`config.mk`:
```
export PLATFORM = sky130hd
export DESIGN_NAME = btn_press_classifier
export DESIGN_NICKNAME = d
export VERILOG_FILES = /design/src/rtl/btn_press_classifier.sv
export SDC_FILE = /design/constraint.sdc
export NUM_CORES = 1
export LEC_CHECK = 0
export BUFFER_PORTS_ARGS = -buffer_cell sky130_fd_sc_hd__buf_2
export CORE_UTILIZATION = 40
export DETAILED_ROUTE_END_ITERATION = 8
export PLACE_DENSITY = 0.57
export SLEW_MARGIN = 20
export SYNTH_ARGS = -nofsm -noshare
export SYNTH_HDL_FRONTEND = slang
export SYNTH_SLANG_ARGS = --single-unit
export TNS_END_PERCENT = 100
```
`constraint.sdc`:
```
create_clock -name clk -period 1.5 [get_ports clk]
set_input_delay 0.075 -clock clk [delete_from_list [all_inputs] [get_ports clk]]
set_output_delay 0.075 -clock clk [all_outputs]
set_load 0.03 [all_outputs]
```
`src/rtl/btn_press_classifier.sv`:
```
// Pushbutton front end: 2-flop synchronizer, counter debounce, and a
// short/long press classifier with registered one-cycle strobes and a hold level.
module btn_press_classifier #(
    parameter int T    = 4,
    parameter int LONG = 16,
    parameter int CW   = 8
) (
    input  logic clk,
    input  logic reset,
    input  logic btn,
    output logic pressed,
    output logic short_pulse,
    output logic long_pulse,
    output logic hold
);

    localparam int DW = $clog2(T);

    localparam logic [1:0] IDLE = 2'd0;
    localparam logic [1:0] DOWN = 2'd1;
    localparam logic [1:0] HELD = 2'd2;

    localparam logic [DW-1:0] DCNT_MAX = DW'(T - 1);
    localparam logic [CW-1:0] HCNT_MAX = CW'(LONG - 1);

    logic          s0;
    logic          s1;
    logic [DW-1:0] dcnt;
    logic [CW-1:0] hcnt;
    logic [1:0]    state;

    always_ff @(posedge clk) begin
        if (reset) begin
            s0 <= 1'b0;
            s1 <= 1'b0;
        end else begin
            s0 <= btn;
            s1 <= s0;
        end
    end

    // Level only moves after T consecutive disagreeing samples of s1.
    always_ff @(posedge clk) begin
        if (reset) begin
            dcnt    <= '0;
            pressed <= 1'b0;
        end else if (s1 == pressed) begin
            dcnt <= '0;
        end else if (dcnt == DCNT_MAX) begin
            pressed <= s1;
            dcnt    <= '0;
        end else begin
            dcnt <= dcnt + 1'b1;
        end
    end

    always_ff @(posedge clk) begin
        if (reset) begin
            state       <= IDLE;
            hcnt        <= '0;
            short_pulse <= 1'b0;
            long_pulse  <= 1'b0;
            hold        <= 1'b0;
        end else begin
            short_pulse <= 1'b0;
            long_pulse  <= 1'b0;
            case (state)
                IDLE: begin
                    if (pressed) begin
                        state <= DOWN;
                        hcnt  <= '0;
                    end
                end
                DOWN: begin
                    // Release wins over reaching the threshold on the same edge.
                    if (!pressed) begin
                        state       <= IDLE;
                        short_pulse <= 1'b1;
                    end else if (hcnt == HCNT_MAX) begin
                        state      <= HELD;
                        long_pulse <= 1'b1;
                        hold       <= 1'b1;
                    end else begin
                        hcnt <= hcnt + 1'b1;
                    end
                end
                HELD: begin
                    if (!pressed) begin
                        state <= IDLE;
                        hold  <= 1'b0;
                    end
                end
                default: begin
                    state <= IDLE;
                    hold  <= 1'b0;
                end
            endcase
        end
    end

endmodule

```
-- Word level (Yosys, flattened, before mapping)
Index checks and enable logic that the tools add are counted.
- register bits after elaboration: 18
- latch bits: 0
- input port bits: 3
- ROM bits: 0
- logic and storage cells: 50
- output and inout port bits: 4
- memory bits (writable): 0
- memories kept: 0
- order comparisons: 0
- shift-type cells: 0
- reduce and logical (&&, ||, !) cells: 9
- muxes and demuxes: 15
- add/sub/neg operators: 2
- bitwise gates (word level): 4
- div/mod/pow operators: 0
- multiply operators: 0
- equal/unequal tests: 11
- operator list (operator ; count):
    $mux 8 ; 3
    $pmux 8 s2 ; 1
    $ne 2x2->1 const B ; 5
    $add 8x1->8 const B ; 1
    $eq 8x4->1 const B ; 1
    $mux 2 ; 4
    $reduce_and 4->1 ; 2
    $pmux 2 s3 ; 1
    $reduce_or 3->1 ; 2
    $mux 1 ; 5
    $eq 2x2->1 const B ; 2
    $not 1->1 ; 4
    $ne 3x3->1 const B ; 1
    $pmux 1 s3 ; 1
    $reduce_and 3->1 ; 1
    $add 2x1->2 const B ; 1
    $eq 2x1->1 const B ; 1
    $logic_not 2->1 ; 1
    $reduce_and 2->1 ; 1
    $reduce_bool 2->1 ; 1
    $reduce_or 2->1 ; 1
    $eq 1x1->1 ; 1

-- Depth between registers and ports, before layout
Gate-level depths: netlist of run 1.
- depth after elaboration: 4
- mapped depth: 5
- gate-level depth less buffers: 5

-- Least setup slack after synthesis of run 1
OpenSTA, ideal clock, no wires.
- kind: reg-to-reg
- start point: reg pressed
- end point: reg hcnt[3]
- slack: -110 ps
- setup time: 72 ps
- required time: 1428 ps
- buffers on the path: 0
- arrival time: 1538 ps
- cell stages (with the launch flop): 5
- period minus slack after synthesis: 1610 ps
- cells stage by stage: dfxtp_1 and2b_1 o31ai_4 or3_2 a21oi_1
- cells in the longest elaborated chain, start to end: 2
- ends and longest elaborated chain (item ; RTL line ; RTL):
    from (decl) ; 11 ; output logic pressed,
    from (signal assigned) ; 46 ; pressed <= 1'b0;
    from (signal assigned) ; 50 ; pressed <= s1;
    $ne 2x2->1 (no line) ; - ;
    $reduce_and 4->1 (no line) * ; - ;
    to (signal assigned) ; 84 ; hcnt <= hcnt + 1'b1;
    to (decl) ; 29 ; logic [CW-1:0] hcnt;
Every way passes the cells marked *; elsewhere a longest branch is shown, timed or not.
A chain may end at the register's enable or synchronous reset.

-- Final worst setup path of run 1
- start point: reg hcnt[7]
- end point: reg hcnt[1]
- cells in the longest elaborated chain, start to end: 3
- ends and longest elaborated chain (item ; RTL line ; RTL):
    $eq 8x4->1 ; 79 ; end else if (hcnt == HCNT_MAX) begin
    $ne 2x2->1 (no line) ; - ;
    $reduce_and 4->1 (no line) ; - ;
No other way between the ends.

==> results_tabular.tex, run 1 <==
\begin{tabular}{lr}
\hline
Metric & Value \\
\hline
\multicolumn{2}{l}{\textbf{Logic synthesis}} \\
Number of synthesized register bits & 18 \\
Adder and majority cell fraction of the synthesized area & 3.42\% \\
Post-Synth Simple-Gate Area & 26.8\% \\
Fraction of the yosys area taken by sequential cells & 49.2\% \\
Number of distinct library cells after synthesis & 28 \\
Synth Warn \# & 0 \\
Largest family of logic cells by synthesized area & simple AND/OR/NAND/NOR gates \\
Compound-cell area share of the yosys netlist & 10.3\% \\
Area of the mapped netlist & 732 um\^{}2 \\
Mux cell area share after synthesis & 2.91\% \\
Net count of the mapped netlist & 84 \\
Per-instance average area after synthesis & 9.27 um\^{}2 \\
Number of standard cells after synthesis & 79 \\
Xor/xnor cell area share of the yosys netlist & 4.79\% \\
\multicolumn{2}{l}{\textbf{Detailed routing}} \\
Antenna Nets Post-Route & 0 \\
Length of the first detailed-routing pass in iterations & 2 \\
Routed WL per cell & 11.3 um \\
Detailed-route wire length & 1.38 mm \\
DRC violations left & 0 \\
Initial drt markers & 5 \\
Via total after detailed routing & 592 \\
Via/cell ratio & 4.85 \\
\multicolumn{2}{l}{\textbf{Timing}} \\
Setup clock skew after layout & 2.32 ps \\
Tcrit/Tclk final & 103\% \\
Least-Margin Pin Slew & 318 ps \\
Unrepaired setup endpoints after global routing & true \\
Final hold violation count & 0 \\
Worst hold margin & 86.9 ps \\
Final setup margin & -45.4 ps \\
Final setup violation count & 2 \\
Worst slew slack as a fraction of its limit & 78.6\% \\
Top achievable clock speed & 647 MHz \\
Shortest period the worst path allows & 1550 ps \\
Pins over their slew limit & 0 \\
\multicolumn{2}{l}{\textbf{Worst setup path}} \\
Crit end category & flip-flop \\
Beginning of the critical path & hcnt[7]\$\_SDFFE\_PP0P\_ \\
R2R cell count & 5 \\
Crit path kind & flip-flop to flip-flop \\
Cell type of the slowest stage on the worst timing path & sky130\_fd\_sc\_hd\_\_or4\_4 \\
Crit path launch type & flip-flop \\
Worst reg2reg setup slack & -50 ps \\
Maximum net fanout on the critical path & 5 \\
R2r endpoint & hcnt[1]\$\_SDFFE\_PP0P\_ \\
Highest cell delay on the worst timing path & 560 ps \\
Crit path arrival time & 1790 ps \\
Required arrival time at the worst endpoint & 1740 ps \\
Worst setup path end & hcnt[1]\$\_SDFFE\_PP0P\_ \\
Ordered cell list for the critical path & or4\_4 > o31ai\_4 > buf\_6 > nand3\_2 > o21ai\_1 \\
Startpoint of the worst register-to-register path & hcnt[7]\$\_SDFFE\_PP0P\_ \\
\multicolumn{2}{l}{\textbf{Layout}} \\
Sequential standard cell area & 364 um\^{}2 \\
Layout overhead on the synthesized area & 28.9\% \\
Biggest register & hcnt \\
Regs by FF count & hcnt x8, dcnt x2, state x2 \\
Final non-filler cell total & 122 \\
Final nets & 103 \\
Post-route core utilization & 54.6\% \\
Number of filler instances in the final layout & 174 \\
Multi-input logic area & 389 um\^{}2 \\
Max reg flops & 8 \\
Share of layout cells above drive strength 1 & 34.0\% \\
ANT cells & 0 \\
\multicolumn{2}{l}{\textbf{Pwr}} \\
Gate power share & 2.4\% \\
Switching power summed over all nets & 0.000164 W \\
Net Sw Frac & 20.5\% \\
P\_int & 0.000637 W \\
Static Leak & 0.357 nW \\
Relative contribution of the clock network to total power & 37.4\% \\
PwrDens & 849 nW/um\^{}2 \\
Max VDD drop & 0.000502 V \\
Reg power frac & 60.2\% \\
\multicolumn{2}{l}{\textbf{Place}} \\
HPWL reported at the end of detailed placement & 1.00 mm \\
Pre-CTS setup slack & -27.8 ps \\
Port-buffer cells & 6 \\
Final Wtd Congestion & 0.797 \\
Number of placed instances with taps included & 117 \\
\multicolumn{2}{l}{\textbf{Floorplanning}} \\
Site row count & 15 \\
I/O pin cnt & 7 \\
Die X-Extent & 44.8 um \\
Die extent in y & 44.8 um \\
Die Footprint & 2000 um\^{}2 \\
Starting Density & 42.4\% \\
CORE AREA & 1730 um\^{}2 \\
\multicolumn{2}{l}{\textbf{Flow run}} \\
Count of max-cap constraint violations & 0 \\
\multicolumn{2}{l}{\textbf{Worst hold path}} \\
Min-delay worst type & input pin to flip-flop \\
\multicolumn{2}{l}{\textbf{Global routing}} \\
Pin count of the biggest net entering global routing & 12 \\
Total global routing overflow & 0 \\
Global-route wire length before repair & 2.21 mm \\
Number of antenna violations at the first check in global routing & 0 \\
Global routing usage summed across all routing layers & 15.4\% \\
Via count of the first global-routing pass & 533 \\
\multicolumn{2}{l}{\textbf{Clocking}} \\
Root buffer cell & sky130\_fd\_sc\_hd\_\_clkbuf\_4 \\
Insertion delay of the later-clocked pin in the worst-skew pair & 300 ps \\
H-tree depth reported by CTS & 1 \\
Clk buf depth & 2 \\
Clock-pin slew on the worst setup and hold paths & 100 ps \\
Number of CTS-inserted buffers & 3 \\
Postcts setup bufs & 0 \\
TritonCTS clock tree & yes \\
Number of sinks handled by clock tree synthesis & 18 \\
\multicolumn{2}{l}{\textbf{Run status}} \\
Run status & finished, violations left \\
Violations in the final reports & setup timing \\
\hline
\end{tabular}
## through the flow
stage | TNS (ps) | total power (W) | area, um^2
6_report | -76.7 | 0.000801 | 943
5_1_grt | -371 | 0.000835 | 943
3_5_place_dp | -27.8 | 0.000510 | 861
2_1_floorplan | -6.14 | 0.000503 | 743
4_1_cts | -76.0 | 0.000810 | 907
3_3_place_gp | -21.1 | 0.000510 | 861
## critical path: cells and delay by family, from the launching register on
kind | cells | cell delay [ps]
AOI/OAI and AO/OA | 2 | 370
DFF | 1 | 340
buffers and inverters | 1 | 160
and+or+nand+nor | 2 | 620
## power by group through the flow
stage / Clock (W) / Sequential, W / Combinational (W)
2_1_floorplan: 0 / 0.000493 / 0.00000985
3_3_place_gp: 0 / 0.000493 / 0.0000172
3_5_place_dp: 0 / 0.000493 / 0.0000169
4_1_cts: 0.000309 / 0.000482 / 0.0000191
5_1_grt: 0.000331 / 0.000483 / 0.0000213
6_report: 0.000300 / 0.000482 / 0.0000193
## synth_stat cells
master	n	area share [%]
sky130_fd_sc_hd__a21oi_1	5	3.4
sky130_fd_sc_hd__clkbuf_1	1	0.51
sky130_fd_sc_hd__inv_1	4	2.1
sky130_fd_sc_hd__mux2i_1	1	1.4
sky130_fd_sc_hd__nor2b_1	2	1.7
sky130_fd_sc_hd__and3_1	2	1.7
sky130_fd_sc_hd__or3_2	1	1.0
sky130_fd_sc_hd__nor4_1	3	2.6
sky130_fd_sc_hd__a31o_2	1	1.2
sky130_fd_sc_hd__nand2_1	5	2.6
sky130_fd_sc_hd__nand3_1	3	2.1
sky130_fd_sc_hd__ha_1	2	3.4
sky130_fd_sc_hd__mux2_2	1	1.5
sky130_fd_sc_hd__dfxtp_1	18	49
sky130_fd_sc_hd__or4_4	1	1.5
sky130_fd_sc_hd__nor2_1	9	4.6
sky130_fd_sc_hd__o31ai_4	1	2.9
sky130_fd_sc_hd__or4_1	1	1.0
sky130_fd_sc_hd__o21ai_0	3	2.1
sky130_fd_sc_hd__nor2_2	1	0.86
sky130_fd_sc_hd__xnor2_1	3	3.6
sky130_fd_sc_hd__o21ai_1	1	0.68
sky130_fd_sc_hd__nor3_1	4	2.7
sky130_fd_sc_hd__xor2_1	1	1.2
sky130_fd_sc_hd__nand4_1	2	1.7
sky130_fd_sc_hd__nand2b_1	1	0.86
sky130_fd_sc_hd__and2b_1	1	1.0
sky130_fd_sc_hd__or3_1	1	0.86
## per-layer routing
layer	wire length, um	GRT usage, %	vias to the layer above
met4	39	10.9	0
met1	693	19.8	266
li1	-	-	313
met2	619	23.5	8
met5	0	0	-
met3	26	2.40	5
## how the worst min path moves through the flow
stage	endpoint	startpoint	slack, ps	depth (start not counted)
after floorplan	s0$_SDFF_PP0_	btn	200	1
after global placement	s0$_SDFF_PP0_	btn	290	2
after detailed placement	s0$_SDFF_PP0_	btn	290	2
after CTS	hcnt[0]$_SDFFE_PP0P_	reset	80	2
after global routing	state[0]$_SDFFE_PP0P_	reset	80	2
final	state[0]$_SDFFE_PP0P_	reset	90	2
## logic make-up (layout without fill, tap and decap cells)
kind of cell    after synthesis  count (layout)
simple gates                 37              37
mux                           2               2
buf+inv                       5              23
xor+xnor                      4               4
flops                        18              18
compound gates               11              11
fa+ha+maj                     2               2
## area by class of cell
type	count	share of cell area, %
repair buffers	15	11.4
clock buffers	4	3.85
well taps	25	3.32
flip-flops and latches	18	38.6
inverters	4	1.59
multi-input cells	56	41.2
## cells in the final DEF, fill, tap and decap left out, drive strengths merged
cell and count:
dlygate4sd3 1, ha 2, o21ai 4, xor2 1, and2b 1, or4 2
nor3 4, mux2 1, mux2i 1, nand3 3, inv 4, clkbuf 4
nand4 2, xnor2 3, nor2b 2, and3 2, nand2b 1, dfxtp 18
a31o 1, or3 2, buf 14, nand2 5, nor4 3, o31ai 1
a21oi 5, nor2 10
## what timing repair did
action / CTS / global route
gates resized for setup: 0 / 9
hold buffers: 1 / 0
pin swaps: 2 / 5
endpoints found under the setup margin: 4 / 7
gates cloned: 0 / 0
hold endpoints to repair: 1 / 0
Power figures use the tool's default switching activity.
==> inputs of run 2 (changes only) <==
PLACE_DENSITY = 0.55   (was 0.57)
clock period = 2 ns   (was 1.5 ns; I/O delays follow)
==> run 2 against run 1 <==
Against the previous run:
- the run now ends clean
- critical path type unchanged
- highest routed layer unchanged
- largest power group unchanged
- count of clock-buffer cells in the layout is 1 lower
- clock skew is 4.3 ps higher
- critical path depth fell by 1
==> results_tabular.tex, run 2 (synthesis gave the netlist of run 1 again) <==
\begin{tabular}{lr}
\hline
Metric & Value \\
\hline
\multicolumn{2}{l}{\textbf{Run status}} \\
Run status & complete, no violations \\
\multicolumn{2}{l}{\textbf{Global routing}} \\
Via count of the first global-routing pass & 450 \\
Global routing usage summed across all routing layers & 14.2\% \\
Pin count of the biggest net entering global routing & 12 \\
Total global routing overflow & 0 \\
Global-route wire length before repair & 2.03 mm \\
Number of antenna violations at the first check in global routing & 0 \\
\multicolumn{2}{l}{\textbf{Timing}} \\
Worst slew slack as a fraction of its limit & 61.6\% \\
Shortest period the worst path allows & 1640 ps \\
Unrepaired setup endpoints after global routing & false \\
Setup clock skew after layout & 6.64 ps \\
Worst hold margin & 21.6 ps \\
Final hold violation count & 0 \\
Top achievable clock speed & 608 MHz \\
Final setup violation count & 0 \\
Post-Route Setup TNS & 0 ps \\
Tcrit/Tclk final & 82.2\% \\
Pins over their slew limit & 0 \\
Least-Margin Pin Slew & 570 ps \\
\multicolumn{2}{l}{\textbf{Clocking}} \\
TritonCTS clock tree & yes \\
Postcts setup bufs & 0 \\
Root buffer cell & sky130\_fd\_sc\_hd\_\_clkbuf\_4 \\
H-tree depth reported by CTS & 1 \\
Number of sinks handled by clock tree synthesis & 18 \\
Number of CTS-inserted buffers & 3 \\
Clk buf depth & 2 \\
Count of cells resized by post-cts repair & 0 \\
Quantity of hold-fixing buffers added after cts & 0 \\
Insertion delay of the later-clocked pin in the worst-skew pair & 290 ps \\
Clock-pin slew on the worst setup and hold paths & 100 ps \\
\multicolumn{2}{l}{\textbf{Layout}} \\
ANT cells & 0 \\
Biggest register & hcnt \\
Max reg flops & 8 \\
Final nets & 94 \\
Regs by FF count & hcnt x8, dcnt x2, state x2 \\
Layout overhead on the synthesized area & 10.9\% \\
Most common cell after layout, fill and taps aside & sky130\_fd\_sc\_hd\_\_dfxtp\_1 \\
Share of layout cells above drive strength 1 & 17.2\% \\
Most used cells in the layout excluding fill and tap cells & sky130\_fd\_sc\_hd\_\_dfxtp\_1, sky130\_fd\_sc\_hd\_\_nor2\_1, sky130\_fd\_sc\_hd\_\_buf\_2 \\
Final non-filler cell total & 112 \\
\multicolumn{2}{l}{\textbf{Pwr}} \\
Net Sw Frac & 20.5\% \\
Switching power summed over all nets & 0.000112 W \\
Power Total & 0.000546 W \\
Max VDD drop & 0.000366 V \\
P\_int & 0.000434 W \\
Reg power frac & 66.2\% \\
PwrDens & 673 nW/um\^{}2 \\
Relative contribution of the clock network to total power & 31.8\% \\
Static Leak & 0.301 nW \\
Gate power share & 2.0\% \\
\multicolumn{2}{l}{\textbf{Worst setup path}} \\
Maximum net fanout on the critical path & 7 \\
Crit path kind & flip-flop to flip-flop \\
Count of buffering cells on the critical path with inverters included & 0 \\
Required arrival time at the worst endpoint & 2160 ps \\
Crit end category & flip-flop \\
Ordered cell list for the critical path & or4\_4 > o31ai\_4 > or3\_2 > a21oi\_1 \\
Cell type of the slowest stage on the worst timing path & sky130\_fd\_sc\_hd\_\_or4\_4 \\
Crit path launch type & flip-flop \\
Crit path arrival time & 1800 ps \\
Highest cell delay on the worst timing path & 580 ps \\
Family with the most delay on the worst path & simple AND/OR/NAND/NOR gates \\
\multicolumn{2}{l}{\textbf{Floorplanning}} \\
Die X-Extent & 44.8 um \\
I/O pin cnt & 7 \\
Site row count & 15 \\
Die extent in y & 44.8 um \\
Starting Density & 42.4\% \\
CORE AREA & 1730 um\^{}2 \\
Die Footprint & 2000 um\^{}2 \\
\multicolumn{2}{l}{\textbf{Detailed routing}} \\
Routed WL per cell & 11.0 um \\
Via total after detailed routing & 547 \\
DRC violations left & 0 \\
Antenna Nets Post-Route & 0 \\
Via/cell ratio & 4.88 \\
Initial drt markers & 14 \\
Length of the first detailed-routing pass in iterations & 3 \\
Detailed-route wire length & 1.23 mm \\
\multicolumn{2}{l}{\textbf{Worst hold path}} \\
Min-delay worst type & input pin to flip-flop \\
\multicolumn{2}{l}{\textbf{Place}} \\
HPWL reported at the end of detailed placement & 914 um \\
Final Wtd Congestion & 0.842 \\
Port-buffer cells & 6 \\
Number of placed instances with taps included & 109 \\
\multicolumn{2}{l}{\textbf{Flow run}} \\
Count of max-cap constraint violations & 0 \\
\hline
\end{tabular}
-- run 2: worst paths after layout --
path,from,to,slack (ps),cells past startpoint
max,hcnt[4]$_SDFFE_PP0P_,hcnt[3]$_SDFFE_PP0P_,360,4
min,btn,s0$_SDFF_PP0_,20,2
max reg2reg,hcnt[4]$_SDFFE_PP0P_,hcnt[3]$_SDFFE_PP0P_,360,4
min reg2reg,dcnt[0]$_SDFF_PP0_,dcnt[0]$_SDFF_PP0_,420,1
-- run 2: per-stage QoR --
stage	utilization, %	cell area (um^2)	worst slack [ps]
after detailed placement	45.7	790	364
final	47.0	812	355
after floorplan	-	732	390
after global placement	45.7	790	385
after CTS	47.0	812	351
after global routing	47.0	812	297
-- run 2: final cells by class --
| class | count | area [um^2] |
|---|---|---|
| inverters | 4 | 15.0 |
| well taps | 25 | 31.3 |
| repair buffers | 6 | 30.0 |
| fillers | 174 | 915 |
| multi-input cells | 56 | 353 |
| flip-flops and latches | 18 | 360 |
| clock buffers | 3 | 22.5 |
-- run 2: power by group through the flow --
stage / clock, W / sequential [W] / combinational [W]
3_3_place_gp: 0 / 0.000370 / 0.0000108
6_report: 0.000174 / 0.000362 / 0.0000109
5_1_grt: 0.000196 / 0.000362 / 0.0000119
3_5_place_dp: 0 / 0.000370 / 0.0000109
4_1_cts: 0.000181 / 0.000362 / 0.0000110
2_1_floorplan: 0 / 0.000370 / 0.00000720
-- run 2: metal layers --
layer	vias up	track usage, %	wire [um]
met2	5	18.8	517
met1	248	20.1	669
met5	-	0	0
met4	0	9.09	12
met3	2	3.60	27
li1	292	-	-
